File: config.mk
export PLATFORM = sky130hd
export DESIGN_NAME = decoder_2_4_seq
export DESIGN_NICKNAME = d
export VERILOG_FILES = /design/src/rtl/decoder_2_4_seq_pkg.sv /design/src/rtl/decoder_2_4_seq_comb.sv /design/src/rtl/decoder_2_4_seq.sv
export SDC_FILE = /design/constraint.sdc
export NUM_CORES = 1
export LEC_CHECK = 0
export CORE_AREA = 2 2 39 41
export DETAILED_ROUTE_END_ITERATION = 10
export DIE_AREA = 0 0 41 43
export HOLD_SLACK_MARGIN = 0.1
export PLACE_DENSITY = 0.77
export RECOVER_POWER = 100
export SYNTH_ARGS = -nofsm -noshare
export SYNTH_HDL_FRONTEND = slang
export SYNTH_HIERARCHICAL = 1
export SYNTH_SLANG_ARGS = --single-unit
File: constraint.sdc
create_clock -name clk -period 3.8 [get_ports clk]
set_input_delay 1.14 -clock clk [delete_from_list [all_inputs] [get_ports clk]]
set_output_delay 1.14 -clock clk [all_outputs]
set_load 0.05 [all_outputs]
File: src/rtl/decoder_2_4_seq_pkg.sv
`default_nettype none
// ============================================================================
//  Module   : decoder_2_4_seq_pkg
//  Purpose  : Shared state encoding and code constants for the registered
//             2-to-4 decoder and its encoder counterpart.
//  Revision : 1.0  initial release
// ============================================================================
package decoder_2_4_seq_pkg;

    typedef enum logic [1:0] {
        IDLE = 2'd0,
        HOLD = 2'd1,
        GAP  = 2'd2
    } state_t;

    localparam logic [1:0] CODE_D0 = 2'b00;
    localparam logic [1:0] CODE_D1 = 2'b01;
    localparam logic [1:0] CODE_D2 = 2'b10;
    localparam logic [1:0] CODE_D3 = 2'b11;

    function automatic logic [3:0] code_to_onehot(input logic [1:0] code);
        logic [3:0] onehot;
        onehot = 4'b0000;
        case (code)
            CODE_D0: onehot = 4'b0001;
            CODE_D1: onehot = 4'b0010;
            CODE_D2: onehot = 4'b0100;
            CODE_D3: onehot = 4'b1000;
            default: onehot = 4'b0000;
        endcase
        return onehot;
    endfunction

endpackage
`default_nettype wire

File: src/rtl/decoder_2_4_seq_comb.sv
`default_nettype none
// ============================================================================
//  Module   : dec_2_4_comb
//  Purpose  : Combinational 2-bit code to one-hot map; all-low when disabled.
//  Revision : 1.0  initial release
// ============================================================================
module dec_2_4_comb
    import decoder_2_4_seq_pkg::*;
(
    input  logic [1:0] i_code,
    input  logic       i_en,
    output logic [3:0] o_onehot
);

    always_comb begin
        o_onehot = 4'b0000;
        if (i_en) begin
            o_onehot = code_to_onehot(i_code);
        end
    end

endmodule
`default_nettype wire

File: src/rtl/decoder_2_4_seq.sv
`default_nettype none
// ============================================================================
//  Module   : decoder_2_4_seq
//  Purpose  : Handshaked, registered 2-to-4 decoder holding the selected
//             one-hot line for HOLD_CYCLES enabled cycles, then one gap cycle.
//  Revision : 1.0  initial release
// ============================================================================
module decoder_2_4_seq
    import decoder_2_4_seq_pkg::*;
#(
    parameter int HOLD_CYCLES = 4,
    parameter int CNT_W       = 3
) (
    input  logic clk,
    input  logic rst,
    input  logic in_valid,
    output logic in_ready,
    input  logic a,
    input  logic b,
    input  logic en,
    output logic d0,
    output logic d1,
    output logic d2,
    output logic d3,
    output logic busy,
    output logic done
);

    localparam logic [CNT_W-1:0] C_HOLD_LOAD = CNT_W'(HOLD_CYCLES);
    localparam logic [CNT_W-1:0] C_CNT_ONE   = CNT_W'(1);

    if (HOLD_CYCLES < 1 || HOLD_CYCLES > (2**CNT_W) - 1) begin : g_bad_hold
        $error("decoder_2_4_seq: HOLD_CYCLES must be in 1..2**CNT_W-1");
    end

    state_t           state_q, state_d;
    logic [CNT_W-1:0] cnt_q, cnt_d;
    logic [1:0]       code_q, code_d;
    logic [3:0]       dout_q, dout_d;
    logic             busy_q, busy_d;
    logic             done_q, done_d;
    logic             in_ready_q, in_ready_d;

    logic             w_accept;
    logic             w_show;
    logic [1:0]       w_dec_code;
    logic [3:0]       w_onehot;

    assign w_accept = in_valid && in_ready_q;

    // The accept cycle decodes straight from the pins; afterwards only the
    // latched code is used, so a/b activity during HOLD is invisible.
    assign w_dec_code = (state_q == IDLE) ? {a, b} : code_q;

    dec_2_4_comb u_dec (
        .i_code   (w_dec_code),
        .i_en     (w_show),
        .o_onehot (w_onehot)
    );

    always_comb begin
        state_d = state_q;
        cnt_d   = cnt_q;
        code_d  = code_q;
        w_show  = 1'b0;

        case (state_q)
            IDLE: begin
                if (w_accept) begin
                    state_d = HOLD;
                    cnt_d   = C_HOLD_LOAD;
                    code_d  = {a, b};
                    w_show  = 1'b1;
                end
            end
            HOLD: begin
                // en low freezes the counter and blanks the outputs.
                if (en) begin
                    cnt_d = cnt_q - C_CNT_ONE;
                    if (cnt_q == C_CNT_ONE) begin
                        state_d = GAP;
                    end else begin
                        w_show = 1'b1;
                    end
                end
            end
            GAP: begin
                state_d = IDLE;
            end
            default: begin
                state_d = IDLE;
            end
        endcase

        dout_d     = w_onehot;
        busy_d     = (state_d != IDLE);
        done_d     = (state_d == GAP);
        in_ready_d = (state_d == IDLE);
    end

    always_ff @(posedge clk) begin
        if (rst) begin
            state_q    <= IDLE;
            cnt_q      <= '0;
            code_q     <= '0;
            dout_q     <= '0;
            busy_q     <= 1'b0;
            done_q     <= 1'b0;
            in_ready_q <= 1'b1;
        end else begin
            state_q    <= state_d;
            cnt_q      <= cnt_d;
            code_q     <= code_d;
            dout_q     <= dout_d;
            busy_q     <= busy_d;
            done_q     <= done_d;
            in_ready_q <= in_ready_d;
        end
    end

    assign d0       = dout_q[0];
    assign d1       = dout_q[1];
    assign d2       = dout_q[2];
    assign d3       = dout_q[3];
    assign busy     = busy_q;
    assign done     = done_q;
    assign in_ready = in_ready_q;

    a_onehot0 : assert property (@(posedge clk) $onehot0(dout_q));
    a_ready_busy : assert property (@(posedge clk) !(in_ready_q && busy_q));

endmodule
`default_nettype wire

==> results of run 1 <==
-- area by class of cell --
cell class	count	share of cell area
Multi-Input combinational cell	36	0.360
Tap cell	16	0.0274
Inverter	3	0.0154
Timing Repair Buffer	12	0.164
Clock buffer	4	0.0497
Sequential cell	14	0.384
-- report_power, final --
group          switching [uW]  total (uW)  internal, uW
logic                    35.2        60.6          25.4
clock network            45.5         104          58.2
registers                4.59         161           156
total                    85.3         325           240
-- logic make-up (layout without fill, tap and decap cells) --
family,after synthesis,count (layout),share of synthesized area
muxes,4,4,0.0746
xor gates and xnor gates,1,1,0.0154
DFF,14,14,0.491
and+or+nand+nor,22,22,0.265
AOI/OAI and AO/OA,7,7,0.0702
adders and majority gates,2,2,0.0439
buffers and inverters,5,19,0.0395
-- routing by layer --
layer  vias up  track usage  wire, um
met2        10        0.178       422
met4         0        0.120        17
met5         -            0         0
li1        213            -         -
met1       206        0.154       410
met3         2       0.0314        45
-- registers in the layout, summed over array words and instances (netlist names) --
name	flops
code_q	2
cnt_q	3
done	1
state_q	2
busy	1
in_ready	1
dout_q	4
-- tightest hold or removal path, stage by stage, from the launching register on --
cell     delay, ns
dfxtp_1       0.32
nand3_1       0.06
a21oi_1       0.06
-- how the worst max path moves through the flow --
stage	from	end	slack, ns	cells past startpoint
finish	in_ready	in_ready	1.20	1
global route	in_ready	in_ready	1.12	1
CTS	in_ready	in_ready	1.24	1
detailed placement	in_valid	dout_q[0]	1.17	5
global placement	in_valid	dout_q[0]	1.21	5
floorplan	in_valid	dout_q[3]	1.87	5
-- cells in the final DEF, fill, tap and decap left out, drive strengths merged, types with 2 or more instances in the layout --
cell type,n
dfxtp,14
dlygate4sd3,9
nor2b,5
a21oi,4
clkbuf,4
nor2,3
inv,3
nor3b,3
clkdlybuf4s50,3
mux2,2
nand2b,2
a21o,2
nand3,2
mux2i,2
ha,2
and3b,2
-- per-stage QoR --
| step | hold WS, ns | power, uW | cells |
|---|---|---|---|
| after floorplan | 0.448 | 210 | 55 |
| after global placement | 0.463 | 227 | 81 |
| after detailed placement | 0.473 | 228 | 81 |
| after CTS | 0.486 | 332 | 85 |
| after global routing | 0.516 | 344 | 85 |
| final | 0.484 | 325 | 85 |
==> flow_summary.toml, run 1 <==
[worst_setup_path]
path_class = "flop to primary output"
cp_max_fo = 2
reg2reg_slack_ns = 2.30
worst_setup_path_end_kind = "primary output"
crit_family = "buffers and inverters"
cp_data_arrival_time_ns = 1.46
r2r-start = "state_q[0]"
worstSetupStartpointType = "flop"
worstPathRequired_ns = 2.66
slowest_delay_ns = 0.87
worstReg2RegEnd = "dout_q[3]"
worstPathCellList = "dlygate4sd3_1"
cpMaxStageDelayCell = "dlygate4sd3_1"
critPathBufInv = 1
r2r_cells = 4

[synth]
yosysWarnings = 6
synth_edf_count = 0
synth_largest_area_cell = "dfxtp_1"
syn_nets = 63
yosys-top-cells-count = "dfxtp_1, nor2b_1, a21oi_1"
ys_seq_area_frac = 0.491
synth-seq-cells = 14
synth_top_cell_area_share = 0.491
synthesis.area_sq_um = 571
synthFlopType = "dfxtp_1"
ys_types = 23
synth_most_common_cell = "dfxtp_1"
synth.area.top_cells = "dfxtp_1, nor2b_1, ha_1"
async_reset_ff_frac = 0
avgSynthCellArea_sq_um = 10.4
synthCells = 55

[global_route]
grt_max_degree = 14
gr-usage-all-layers = 0.129
overflow = 0
grt_pass1_vias = 385
grt_pass1_wl_mm = 1.48
antenna_found_initial = 0

[finish]
n_antenna_cell = 0
final_net_count = 78
utilization = 0.528
drive_above_1_share = 0.101
seq_area_sq_um = 280
multi_input_area_sq_um = 263
n_fill_cell = 132
fin_area_sq_um = 731
area_delta_synth_final_pct = 28.1

[drt]
vias = 431
firstDrtPassIters = 4
wl_per_cell_um = 10.5
drt-total-wl_um = 895
first_iter_violations = 3
detail-route-antenna-nets = 0
drc = 0
via_per_inst = 5.07

[clocking]
cts-resized-gates = 0
clkSlewWorstSetupHoldPaths_ns = 0.08
cts_buffer_depth = 2
cts_num_sinks = 14
cts_tree = "done"
numCtsBuffers = 3
htree_levels = 1
insertion_delay_ns = 0.27
hold_buffers = 0
root_buffer = "clkbuf_4"
postCtsSetupBuffers = 0

[placed_design]
place_hpwl_um = 652
port_buffers = 12
placedInstanceArea_sq_um = 699
preCtsSetupSlack_ns = 1.17
routabilityCongestion = 0.678

[hold_path]
min_to = "cnt_q[1]"
hold_path.class = "flop to flop"
holdCritStartpoint = "cnt_q[1]"
hold_depth = 2

[timing]
final_hold_viol_count = 0
max_freq_mhz = 384
finClkSkew_ns = 0.00529
fin_setup_tns_ns = 0
max_slew_margin = 0.662
worstMarginPinSlew_ns = 0.506
min_period_ns = 2.60
finalSetupViolations = 0
grt_setup_unrepaired = "no"
report.final.slew_viol_count = 0
fin_crit_sh = 0.685
setup_slack_ns = 1.20

[floorplanning]
io-pin-count = 13
start_util = 0.412
die_y_um = 43
core_area_sq_um = 1380
die_w_um = 41
rows = 14
die-area_sq_um = 1760

[job]
maxCapViolations = 0

[status]
status = "finished, final reports clean"

[pwr]
ir_drop_uv = 186
p_leak_uw = 0.000316
power.density_nw_per_um2 = 445
Note: power is estimated with default switching activity, not from simulation.
==> run 2: changes to the inputs <==
--- a/config.mk
+++ b/config.mk
@@ -5,9 +5,9 @@
 export SDC_FILE = /design/constraint.sdc
 export NUM_CORES = 1
 export LEC_CHECK = 0
-export CORE_AREA = 2 2 39 41
+export CORE_MARGIN = 2
+export CORE_UTILIZATION = 41
 export DETAILED_ROUTE_END_ITERATION = 10
-export DIE_AREA = 0 0 41 43
 export HOLD_SLACK_MARGIN = 0.1
 export PLACE_DENSITY = 0.77
 export RECOVER_POWER = 100
==> constraint.sdc (replaced) <==
create_clock -name clk -period 2.1 [get_ports clk]
set_input_delay 0.63 -clock clk [delete_from_list [all_inputs] [get_ports clk]]
set_output_delay 0.63 -clock clk [all_outputs]
set_load 0.05 [all_outputs]
==> run 2 against run 1 <==
Register-to-register slack got worse by 1.6 ns. Clock power increased by 82%. Clock-buffer cell count unchanged. Critical path type unchanged.
==> flow_summary.toml, run 2 (synthesis gave the netlist of run 1 again) <==
[worst_setup_path]
cpMaxStageDelayCell = "clkdlybuf4s50_1"
path_class = "flop to primary output"
worst_setup_path_end_kind = "primary output"
worstPathCellList = "clkdlybuf4s50_1"
r2r-start = "cnt_q[1]"
worstPathRequired_ns = 1.47
cp_data_arrival_time_ns = 1.40
r2r_cells = 6
slowest_delay_ns = 0.80
reg2reg_slack_ns = 0.67
crit_family = "buffers and inverters"
cp_max_fo = 2
worstReg2RegEnd = "dout_q[3]"
worstSetupStartpointType = "flop"
critPathBufInv = 1

[job]
maxCapViolations = 0

[drt]
wl_per_cell_um = 10.1
via_per_inst = 4.69
vias = 403
firstDrtPassIters = 2
first_iter_violations = 2
detail-route-antenna-nets = 0
drt-total-wl_um = 865
drc = 0

[clocking]
htree_levels = 1
postCtsSetupBuffers = 0
root_buffer = "clkbuf_4"
numCtsBuffers = 3
cts_buffer_depth = 2
cts_tree = "done"
hold_buffers = 0
insertion_delay_ns = 0.27
cts_num_sinks = 14
cts-resized-gates = 0
clkSlewWorstSetupHoldPaths_ns = 0.08

[finish]
n_antenna_cell = 0
largest_reg_flops = 4
finalNonFillerCells = 86
area_delta_synth_final_pct = 29.8
top_register = "dout_q"
top_regs = "dout_q: 4 flops, cnt_q: 3 flops"
drive_above_1_share = 0.113
layout_common_cells = "dfxtp_1, clkdlybuf4s50_1, nor2b_1"
n_fill_cell = 118
final_common_cell = "dfxtp_1"
final_net_count = 80

[floorplanning]
core_area_sq_um = 1300
io-pin-count = 13
die-area_sq_um = 1710
die_y_um = 41.3
die_w_um = 41.3
start_util = 0.438
rows = 13

[placed_design]
place_hpwl_um = 649
port_buffers = 12
routabilityCongestion = 0.722
dp.cells = 82

[timing]
final_hold_viol_count = 0
finalSetupViolations = 0
max_freq_mhz = 492
finClkSkew_ns = 0.00444
whs_ns = 0.470
max_slew_margin = 0.669
fin_setup_tns_ns = 0
grt_setup_unrepaired = "no"
fin_crit_sh = 0.968
worstMarginPinSlew_ns = 0.496
report.final.slew_viol_count = 0
min_period_ns = 2.03

[hold_path]
hold_depth = 2
hold_path.class = "flop to flop"
min_to = "cnt_q[1]"
holdCritStartpoint = "cnt_q[1]"

[global_route]
gr-usage-all-layers = 0.141
grt_pass1_wl_mm = 1.50
grt_max_degree = 14
overflow = 0
grt_pass1_vias = 403
antenna_found_initial = 0

[pwr]
p_leak_uw = 0.000304
ir_drop_uv = 298
power_uw = 595
power.density_nw_per_um2 = 803

[status]
status = "finished, final reports clean"
-- run 2: worst max path at each step --
stage	to	slack [ns]	start	cells after the start
after floorplan	dout_q[3]	0.68	in_valid	5
after global placement	dout_q[3]	0.20	en	5
after detailed placement	dout_q[3]	0.13	en	5
after CTS	in_ready	0.05	in_ready	1
after global routing	in_ready	0.01	in_ready	1
final	in_ready	0.07	in_ready	1
-- run 2: cell type report --
class	count	area, sq um	share of cell area
clock buffers	4	36.3	0.0490
repair buffers	14	131	0.177
multi-input cells	36	263	0.355
flip-flops and latches	14	280	0.378
inverters	3	11.3	0.0152
well taps	15	18.8	0.0253
-- run 2: report_power, final --
group	switching (uW)	internal, uW
sequential	9.03	283
clock	83.5	105
combinational	63.3	50.5
total	156	439
-- run 2: per-layer routing --
layer  wire length (um)  share of wire  track usage  vias up
met5                  0              0            0        -
met4                 14          0.016        0.121        0
met3                 34          0.039       0.0319        2
met2                393           0.45        0.227        6
met1                424           0.49        0.156      176
li1                   -              -            -      219
-- run 2: metrics by stage --
stage | setup WS (ns) | cell area (sq um) | util
after floorplan | 0.676 | 571 | -
after global placement | 0.203 | 713 | 0.548
after detailed placement | 0.134 | 713 | 0.548
after CTS | 0.0499 | 749 | 0.576
after global routing | 0.0106 | 741 | 0.569
final | 0.0662 | 741 | 0.569
==> run 3: changes to the inputs <==
--- a/config.mk
+++ b/config.mk
@@ -5,12 +5,16 @@
 export SDC_FILE = /design/constraint.sdc
 export NUM_CORES = 1
 export LEC_CHECK = 0
+export CELL_PAD_IN_SITES_DETAIL_PLACEMENT = 1
+export CELL_PAD_IN_SITES_GLOBAL_PLACEMENT = 1
+export CORE_ASPECT_RATIO = 0.9
 export CORE_MARGIN = 2
-export CORE_UTILIZATION = 41
+export CORE_UTILIZATION = 32
 export DETAILED_ROUTE_END_ITERATION = 10
 export HOLD_SLACK_MARGIN = 0.1
-export PLACE_DENSITY = 0.77
+export PLACE_DENSITY = 0.78
 export RECOVER_POWER = 100
+export SKIP_CTS_REPAIR_TIMING = 1
 export SYNTH_ARGS = -nofsm -noshare
 export SYNTH_HDL_FRONTEND = slang
 export SYNTH_HIERARCHICAL = 1
==> run 3 against run 2 <==
Critical endpoint is now d0. Cell area down 2.5%. Flip-flop and latch count did not move. Worst hold slack improved by 0.016 ns. Combinational power fell by 4%.
==> flow_summary.toml, run 3 (synthesis gave the netlist of run 1 again) <==
[floorplanning]
die-area_sq_um = 2140
die_w_um = 48.5
core_area_sq_um = 1680
start_util = 0.339
die_y_um = 44.1
io-pin-count = 13
rows = 14

[pwr]
ir_drop_uv = 378
p_sw_uw = 150
sw_frac_of_total = 0.275
comb_power_share = 0.201
p_int_uw = 395
seqPwrFrac = 0.537
power_uw = 544
power.density_nw_per_um2 = 754
clkPwrFrac = 0.262
p_leak_uw = 0.000288

[worst_setup_path]
crit_family = "buffers and inverters"
cpMaxStageDelayCell = "clkdlybuf4s50_1"
worst_setup_path_end_kind = "primary output"
worstPathCellList = "clkdlybuf4s50_1"
path_class = "flop to primary output"
worstPathRequired_ns = 1.47
reg2reg_slack_ns = 0.69
cp_data_arrival_time_ns = 1.36
critPathBufInv = 1
slowest_delay_ns = 0.79
worstReg2RegEnd = "dout_q[0]"
r2r-start = "cnt_q[1]"
r2r_cells = 6
cp_max_fo = 1
worstSetupStartpointType = "flop"

[finish]
top_register = "dout_q"
multi_input_area_sq_um = 263
n_fill_cell = 211
utilization = 0.429
final_common_cell = "dfxtp_1"
n_antenna_cell = 0
final_net_count = 80
drive_above_1_share = 0.0857
seq_area_sq_um = 280
finalNonFillerCells = 94
top_regs = "dout_q: 4 flops, cnt_q: 3 flops"
area_delta_synth_final_pct = 26.5
largest_reg_flops = 4
layout_common_cells = "dfxtp_1, clkdlybuf4s50_1, nor2b_1"

[status]
status = "finished, final reports clean"

[global_route]
grt_pass1_vias = 379
antenna_found_initial = 0
grt_max_degree = 14
gr-usage-all-layers = 0.102
overflow = 0
grt_pass1_wl_mm = 1.65

[timing]
report.final.slew_viol_count = 0
finClkSkew_ns = 0.00932
max_slew_margin = 0.607
grt_setup_unrepaired = "no"
final_hold_viol_count = 0
setup_slack_ns = 0.108
worstMarginPinSlew_ns = 0.592
min_period_ns = 1.99
fin_crit_sh = 0.948
max_freq_mhz = 502
fin_setup_tns_ns = 0
finalSetupViolations = 0

[placed_design]
port_buffers = 12
routabilityCongestion = 0.713
place_hpwl_um = 751
preCtsSetupSlack_ns = 0.168
dp.cells = 91

[drt]
drc = 0
wl_per_cell_um = 10.5
firstDrtPassIters = 2
vias = 406
first_iter_violations = 3
detail-route-antenna-nets = 0
drt-total-wl_um = 983
via_per_inst = 4.32

[clocking]
insertion_delay_ns = 0.27
clkSlewWorstSetupHoldPaths_ns = 0.07
numCtsBuffers = 3
cts_num_sinks = 14
cts_buffer_depth = 2
htree_levels = 1
cts_tree = "done"
root_buffer = "clkbuf_4"

[hold_path]
hold_depth = 2
hold_path.class = "flop to flop"
min_to = "cnt_q[1]"
holdCritStartpoint = "cnt_q[1]"

[job]
maxCapViolations = 0
## run 3: cell types whose count changed in the layout (fill, tap and decap cells not counted)
cell and delta:
clkdlybuf4s50_1 -1, clkbuf_8 -1, clkbuf_1 +3, dlygate4sd3_1 -1, buf_4 -1
## run 3: power by group through the flow
stage	Combinational, uW	Clock, uW	Sequential (uW)
final	109	143	292
after global routing	121	158	294
after CTS	120	151	293
after detailed placement	119	0	299
after global placement	117	0	298
after floorplan	55.8	0	324
## run 3: stage by stage
step | hold slack [ns] | instance area (sq um)
detailed placement | 0.484 | 719
finish | 0.486 | 722
floorplan | 0.448 | 571
global placement | 0.455 | 719
CTS | 0.495 | 742
global route | 0.527 | 722
## run 3: worst reg2reg max path, cell delays in order, from the launching register on
cell and delay (ns):
dfxtp_1 0.34, inv_1 0.06, ha_1 0.18, nor2b_1 0.16, o21ai_0 0.27, nor3b_1 0.22
nor2b_1 0.14
## run 3: area by class of cell
cell class	instances	area share
repair buffers	14	0.159
inverters	3	0.0156
multi-input cells	36	0.364
flip-flops and latches	14	0.388
clock buffers	3	0.0312
well taps	24	0.0416
## run 3: metal layers
metal / wire [um] / track usage / part of all wire / vias up
met5: 0 / 0 / 0 / -
met4: 0 / 0.0343 / 0 / 0
met3: 46 / 0.0338 / 0.047 / 0
met2: 434 / 0.167 / 0.44 / 8
met1: 502 / 0.130 / 0.51 / 181
li1: - / - / - / 217
## run 3: how the worst max path moves through the flow
stage                     startpoint         to  slack, ns  cells past startpoint
after floorplan             in_valid  dout_q[3]       0.68                      5
after global placement            en  dout_q[0]       0.20                      5
after detailed placement          en  dout_q[0]       0.17                      5
after CTS                  dout_q[2]         d2       0.09                      1
after global routing       dout_q[2]         d2       0.05                      1
final                      dout_q[0]         d0       0.11                      1
